--- src/rtl/mem_port_arbiter_if.sv ---
// Signal bundle for the shared memory port: fetch requester, data requester and memory side.
// The arbiter takes the slave view; the environment (requesters plus memory) takes the master view.
`timescale 1ns/1ps
interface mem_port_arbiter_if;
  logic        if_req;
  logic [31:0] if_addr;
  logic [31:0] if_rdata;
  logic        if_ready;
  logic        d_req;
  logic        d_we;
  logic [31:0] d_addr;
  logic [31:0] d_wdata;
  logic [31:0] d_rdata;
  logic        d_ready;
  logic        mem_req;
  logic        mem_we;
  logic [31:0] mem_addr;
  logic [31:0] mem_wdata;
  logic [31:0] mem_rdata;
  logic        mem_ack;
  logic        bus_err;

  modport slave (
    input  if_req, if_addr, d_req, d_we, d_addr, d_wdata, mem_rdata, mem_ack,
    output if_rdata, if_ready, d_rdata, d_ready, mem_req, mem_we, mem_addr, mem_wdata, bus_err
  );

  modport master (
    output if_req, if_addr, d_req, d_we, d_addr, d_wdata, mem_rdata, mem_ack,
    input  if_rdata, if_ready, d_rdata, d_ready, mem_req, mem_we, mem_addr, mem_wdata, bus_err
  );
endinterface

--- src/rtl/mem_port_arbiter.sv ---
// Grants the single memory port to fetch or data (data first, with a fetch starvation guard),
// runs the req/ack handshake and aborts with bus_err when the memory never acknowledges.
`timescale 1ns/1ps
module mem_port_arbiter #(
  parameter int STARVE_LIMIT = 4,
  parameter int TIMEOUT      = 255
) (
  input  logic                clk,
  input  logic                rst_n,
  mem_port_arbiter_if.slave   bus
);

  typedef enum logic [1:0] {IDLE, BUSY_I, BUSY_D} state_e;

  localparam logic [3:0]  STARVE_L  = 4'(STARVE_LIMIT);
  localparam logic [10:0] TIMEOUT_L = 11'(TIMEOUT);

  state_e      state_q, state_d;
  logic [3:0]  starve_q, starve_d;
  logic [9:0]  wait_q, wait_d;
  logic        mem_req_q, mem_req_d;
  logic        mem_we_q, mem_we_d;
  logic [31:0] mem_addr_q, mem_addr_d;
  logic [31:0] mem_wdata_q, mem_wdata_d;
  logic [31:0] if_rdata_q, if_rdata_d;
  logic [31:0] d_rdata_q, d_rdata_d;
  logic        if_ready_q, if_ready_d;
  logic        d_ready_q, d_ready_d;
  logic        bus_err_q, bus_err_d;

  logic        timeout_hit;
  logic        done;
  logic [31:0] rdata_sel;

  // The abort fires on the edge that would bring the wait count up to TIMEOUT.
  assign timeout_hit = (TIMEOUT != 0) && ((11'(wait_q) + 11'd1) == TIMEOUT_L);
  assign done        = bus.mem_ack || timeout_hit;
  assign rdata_sel   = bus.mem_ack ? bus.mem_rdata : 32'd0;

  always_comb begin
    state_d     = state_q;
    starve_d    = starve_q;
    wait_d      = wait_q;
    mem_req_d   = mem_req_q;
    mem_we_d    = mem_we_q;
    mem_addr_d  = mem_addr_q;
    mem_wdata_d = mem_wdata_q;
    if_rdata_d  = if_rdata_q;
    d_rdata_d   = d_rdata_q;
    if_ready_d  = 1'b0;
    d_ready_d   = 1'b0;
    bus_err_d   = 1'b0;

    case (state_q)
      IDLE: begin
        if (bus.d_req && ((starve_q < STARVE_L) || !bus.if_req)) begin
          state_d     = BUSY_D;
          mem_req_d   = 1'b1;
          mem_we_d    = bus.d_we;
          mem_addr_d  = bus.d_addr;
          mem_wdata_d = bus.d_wdata;
          wait_d      = '0;
          if (bus.if_req && (starve_q < STARVE_L)) begin
            starve_d = starve_q + 4'd1;
          end
        end else if (bus.if_req) begin
          state_d     = BUSY_I;
          mem_req_d   = 1'b1;
          mem_we_d    = 1'b0;
          mem_addr_d  = bus.if_addr;
          mem_wdata_d = '0;
          wait_d      = '0;
          starve_d    = '0;
        end
      end

      BUSY_I, BUSY_D: begin
        if (done) begin
          // An ack on the timeout edge still counts as a normal completion.
          state_d   = IDLE;
          mem_req_d = 1'b0;
          bus_err_d = !bus.mem_ack;
          if (state_q == BUSY_I) begin
            if_ready_d = 1'b1;
            if_rdata_d = rdata_sel;
          end else begin
            d_ready_d = 1'b1;
            if (!mem_we_q) begin
              d_rdata_d = rdata_sel;
            end
          end
        end else begin
          wait_d = wait_q + 10'd1;
        end
      end

      default: begin
        state_d   = IDLE;
        mem_req_d = 1'b0;
      end
    endcase
  end

  always_ff @(posedge clk or negedge rst_n) begin
    if (!rst_n) begin
      state_q     <= IDLE;
      starve_q    <= '0;
      wait_q      <= '0;
      mem_req_q   <= 1'b0;
      mem_we_q    <= 1'b0;
      mem_addr_q  <= '0;
      mem_wdata_q <= '0;
      if_rdata_q  <= '0;
      d_rdata_q   <= '0;
      if_ready_q  <= 1'b0;
      d_ready_q   <= 1'b0;
      bus_err_q   <= 1'b0;
    end else begin
      state_q     <= state_d;
      starve_q    <= starve_d;
      wait_q      <= wait_d;
      mem_req_q   <= mem_req_d;
      mem_we_q    <= mem_we_d;
      mem_addr_q  <= mem_addr_d;
      mem_wdata_q <= mem_wdata_d;
      if_rdata_q  <= if_rdata_d;
      d_rdata_q   <= d_rdata_d;
      if_ready_q  <= if_ready_d;
      d_ready_q   <= d_ready_d;
      bus_err_q   <= bus_err_d;
    end
  end

  assign bus.mem_req   = mem_req_q;
  assign bus.mem_we    = mem_we_q;
  assign bus.mem_addr  = mem_addr_q;
  assign bus.mem_wdata = mem_wdata_q;
  assign bus.if_rdata  = if_rdata_q;
  assign bus.if_ready  = if_ready_q;
  assign bus.d_rdata   = d_rdata_q;
  assign bus.d_ready   = d_ready_q;
  assign bus.bus_err   = bus_err_q;

endmodule

--- src/flat_wrapper.sv ---
// flat-port wrapper written by rule: the top's interface ports become plain ports
module mem_port_arbiter_flat 
#(
  parameter int STARVE_LIMIT = 4,
  parameter int TIMEOUT      = 255
)
  (clk, rst_n, bus_if_req, bus_if_addr, bus_d_req, bus_d_we, bus_d_addr, bus_d_wdata, bus_mem_rdata, bus_mem_ack, bus_if_rdata, bus_if_ready, bus_d_rdata, bus_d_ready, bus_mem_req, bus_mem_we, bus_mem_addr, bus_mem_wdata, bus_bus_err);
  mem_port_arbiter_if bus_i ();
  input  logic clk;
  input  logic rst_n;
  input wire logic [$bits(bus_i.if_req)-1:0] bus_if_req;
  input wire logic [$bits(bus_i.if_addr)-1:0] bus_if_addr;
  input wire logic [$bits(bus_i.d_req)-1:0] bus_d_req;
  input wire logic [$bits(bus_i.d_we)-1:0] bus_d_we;
  input wire logic [$bits(bus_i.d_addr)-1:0] bus_d_addr;
  input wire logic [$bits(bus_i.d_wdata)-1:0] bus_d_wdata;
  input wire logic [$bits(bus_i.mem_rdata)-1:0] bus_mem_rdata;
  input wire logic [$bits(bus_i.mem_ack)-1:0] bus_mem_ack;
  output wire logic [$bits(bus_i.if_rdata)-1:0] bus_if_rdata;
  output wire logic [$bits(bus_i.if_ready)-1:0] bus_if_ready;
  output wire logic [$bits(bus_i.d_rdata)-1:0] bus_d_rdata;
  output wire logic [$bits(bus_i.d_ready)-1:0] bus_d_ready;
  output wire logic [$bits(bus_i.mem_req)-1:0] bus_mem_req;
  output wire logic [$bits(bus_i.mem_we)-1:0] bus_mem_we;
  output wire logic [$bits(bus_i.mem_addr)-1:0] bus_mem_addr;
  output wire logic [$bits(bus_i.mem_wdata)-1:0] bus_mem_wdata;
  output wire logic [$bits(bus_i.bus_err)-1:0] bus_bus_err;
  assign bus_i.if_req = bus_if_req;
  assign bus_i.if_addr = bus_if_addr;
  assign bus_i.d_req = bus_d_req;
  assign bus_i.d_we = bus_d_we;
  assign bus_i.d_addr = bus_d_addr;
  assign bus_i.d_wdata = bus_d_wdata;
  assign bus_i.mem_rdata = bus_mem_rdata;
  assign bus_i.mem_ack = bus_mem_ack;
  assign bus_if_rdata = bus_i.if_rdata;
  assign bus_if_ready = bus_i.if_ready;
  assign bus_d_rdata = bus_i.d_rdata;
  assign bus_d_ready = bus_i.d_ready;
  assign bus_mem_req = bus_i.mem_req;
  assign bus_mem_we = bus_i.mem_we;
  assign bus_mem_addr = bus_i.mem_addr;
  assign bus_mem_wdata = bus_i.mem_wdata;
  assign bus_bus_err = bus_i.bus_err;
  mem_port_arbiter #(.STARVE_LIMIT(STARVE_LIMIT), .TIMEOUT(TIMEOUT)) u_core (.clk(clk), .rst_n(rst_n), .bus(bus_i));
endmodule
--- config.mk ---
export PLATFORM = sky130hd
export DESIGN_NAME = mem_port_arbiter_flat
export DESIGN_NICKNAME = d
export VERILOG_FILES = /design/src/rtl/mem_port_arbiter_if.sv /design/src/rtl/mem_port_arbiter.sv /design/src/flat_wrapper.sv
export SDC_FILE = /design/constraint.sdc
export NUM_CORES = 1
export LEC_CHECK = 0
export ABC_AREA = 1
export CORE_UTILIZATION = 47
export DETAILED_ROUTE_END_ITERATION = 6
export GPL_TIMING_DRIVEN = 0
export PLACE_DENSITY = 0.86
export SYNTH_ARGS = -nofsm -noshare
export SYNTH_HDL_FRONTEND = slang
export SYNTH_SLANG_ARGS = --single-unit
--- constraint.sdc ---
create_clock -name clk -period 5.7 [get_ports clk]
set_clock_uncertainty 0.2 [all_clocks]
set_input_delay 0.855 -clock clk [delete_from_list [all_inputs] [get_ports clk]]
set_output_delay 0.855 -clock clk [all_outputs]
set_load 0.01 [all_outputs]
==> summary.md <==
| Metric | Value |
|---|---|
| Sequential area share after synthesis | 0.5608 |
| Max-slew violation count | 0 |
| Vias after detailed routing | 6555 |
| Critical path startpoint | bus_if_req |
| Core Box Area | 13830 um2 |
| Min Tclk post-route | 2.855 ns |
| DRC | 0 |
| Port Buffer Count | 265 |
| Simple-Gate Fraction of Synth Area | 0.2533 |
| Final Power | 5.421 mW |
| Clock slew at reported path FFs | 0.06 ns |
| CP Capture Type | flip-flop |
| WP data required | 5.85 ns |
| Cts-stage hold buffer count | 0 |
| Horiz. Die Dim | 120.9 um |
| Final ANT Viol Nets | 0 |
| Post-DP HPWL | 14640 um |
| Cell Area, Synth | 6649 um2 |
| Mux contribution to synthesized area | 0 |
| Drt wl/cell | 15.80 um |
| CTS tree | done |
| Maxcap violations | 0 |
| Final setup fails | 0 |
| Initial antenna violation count | 0 |
| Syn nets | 941 |
| Clock Path Buffers | 2 |
| Hold Slack | 0.2412 ns |
| CP peak stage delay | 0.55 ns |
| Largest net degree at the start of global routing | 77 |
| Worst EP arrival | 3.01 ns |
| Max stage delay cell, worst path | o21ai_0 |
| Final hold violations | 0 |
| Max IR drop VDD | 292.8 uV |
| Overall global routing resource usage | 0.2870 |
| CTS Buf Count | 17 |
| Post-synthesis compound-gate area fraction | 0.1044 |
| PwrDens | 534.8 nW/um2 |
| Worst-Skew Late Latency | 0.43 ns |
| Top_reg_cell synth | dfrtp_1 |
| Max Fclk | 350.3 MHz |
| 1st-iter DRT viols | 470 |
| RSZ-0062 raised after global routing | no |
| Mapped Cells | 801 |
| Startpoint Class | primary input |
| Critical path, cell by cell | clkdlybuf4s50_1, o21ai_0, clkbuf_1, clkbuf_1, a21oi_1, a21oi_1 |
| Final cycle utilization of the critical path | 0.5008 |
| Max_slew headroom | 0.5269 |
| CP Max Fanout | 10 |
| H-tree levels | 4 |
| Starting density of the core | 0.4809 |
| Largest family of logic cells by synthesized area | simple AND/OR/NAND/NOR gates |
| Async S/R FF share, synth | 1.000 |
| Start-to-end type of the worst setup path | primary input to flip-flop |
| Status | finished, final reports clean |
| Post-CTS resize count | 0 |
| First-pass GRT wire length | 32220 um |
| HP Class | primary input to async pin |
| Least-Margin Pin Slew | 0.7097 ns |
| Die height | 120.9 um |
| Vias per cell | 5.125 |
| Detailed Routing Iterations Pass 1 | 5 |
| Setup Buffers After CTS | 0 |
| Vias in the first global route | 6325 |
| Adder-cell share of the synthesized area | 0.01129 |
| Post-synth EDFFs | 0 |
| CTS root buf | clkbuf_16 |
| Number of diodes | 0 |
| GR Overflow Total | 0 |
| Post-Synth XOR/XNOR Area | 0.002635 |
| Count of cell types in the netlist | 28 |
| Syn-to-layout area delta | 52.45% |
| Synth warn | 0 |
| P_leak | 4.746 nW |
| # clock sinks | 149 |
| Mapped Avg Cell Area | 8.301 um2 |
| Share of layout cells above drive strength 1 | 0.04641 |
| Nets | 1226 |
| #FFs+latches synth | 149 |
| GP Congestion | 0.8372 |
| Die area | 14630 um2 |
| FF-to-FF Start | u_core.state_q[1] |
| FP Rows | 43 |
| Total Wirelength | 20210 um |
| # IOs | 267 |
==> layout by cell type, fill, tap and decap left out, types with 21 or more instances in the layout <==
cell             instances
nand2_1                282
clkdlybuf4s50_1        264
dfrtp_1                149
a21oi_1                 65
o21ai_0                 56
inv_1                   52
nor2_1                  52
clkbuf_1                38
nand4_1                 33
nand3_1                 21
==> Yosys cell counts (2+ instances only) <==
master    count  area [um2]
xnor2_1       2       17.52
nand2_1     282        1059
dfrtp_1     149        3729
nor2_1       52       195.2
nor3_1        4       20.02
ha_1          6       75.07
clkbuf_1     34       127.6
inv_1        52       195.2
a21oi_1      65       325.3
nand2_2       2       12.51
o21ai_0      56       280.3
o21ai_1      15       75.07
buf_6         6       67.56
buf_1         5       18.77
buf_2         2       10.01
nand2_4       3       33.78
nand4_1      33       206.5
nand3_1      21       105.1
buf_4         3       22.52
==> layout make-up <==
cell class	instances	area, um2
Buffer	50	246.5
Clock buffer	24	481.7
Clock inverter	8	98.84
Fill cell	1037	3691
Inverter	54	202.7
Multi-Input combinational cell	548	2471
Sequential cell	149	3729
Tap cell	180	225.2
Timing Repair Buffer	266	2681
==> worst paths after layout <==
path                            slack [ns]  depth (start not counted)                       to
min in group clk                      0.27                          2   u_core.bus.d_rdata[26]
max in group asynchronous             4.26                          2   u_core.bus.mem_addr[3]
worst min register to register        0.27                          2   u_core.bus.d_rdata[26]
worst max-delay path                  2.85                          6  u_core.bus.mem_addr[26]
worst min-delay path                  0.24                          1  u_core.bus.if_rdata[23]
worst max register to register        3.14                          8  u_core.bus.mem_addr[29]
==> sequential cells by signal (all words and copies together) (netlist names) <==
name / flops
u_core.bus.d_ready: 1
u_core.wait_q: 10
u_core.bus.mem_we: 1
u_core.bus.bus_err: 1
u_core.bus.mem_req: 1
u_core.bus.mem_wdata: 32
u_core.starve_q: 4
u_core.bus.if_rdata: 32
u_core.bus.if_ready: 1
u_core.bus.mem_addr: 32
u_core.state_q: 2
u_core.bus.d_rdata: 32
==> power breakdown <==
part | switching, mW | internal, mW
logic | 1.38 | 1.17
clock network | 0.430 | 0.678
registers | 0.258 | 1.51
total | 2.07 | 3.35
==> worst max-delay path: cells and delay by family <==
kind            cells  cell delay, ns
buf+inv             3            1.34
compound gates      3            0.82
==> layer usage <==
layer | wire length, um | up-vias | part of all wire | track usage
met4 | 376 | 0 | 0.019 | 0.1034
met2 | 10070 | 275 | 0.50 | 0.4796
met5 | 0 | - | 0 | 0
li1 | - | 3158 | - | -
met1 | 8025 | 3095 | 0.40 | 0.3479
met3 | 1741 | 27 | 0.086 | 0.09023
==> logic make-up (layout without fill, tap and decap cells) <==
family	Yosys count	after routing
DFF	149	149
buffers and inverters	104	402
and+or+nand+nor	402	402
adders and majority gates	6	6
xor gates and xnor gates	2	2
AOI/OAI and AO/OA	138	138
==> metrics by stage <==
stage               std cells  TNS, ns  setup slack [ns]  cell area [um2]    util
floorplan                 801        0             3.495             6649       -
global route             1279        0             2.604            10140  0.7331
CTS                      1279        0             2.799            10140  0.7331
global placement         1246  -360.44            -2.428             9527  0.6890
detailed placement       1247        0             2.398             9555  0.6911
finish                   1279        0             2.845            10140  0.7331
Power figures use the tool's default switching activity.
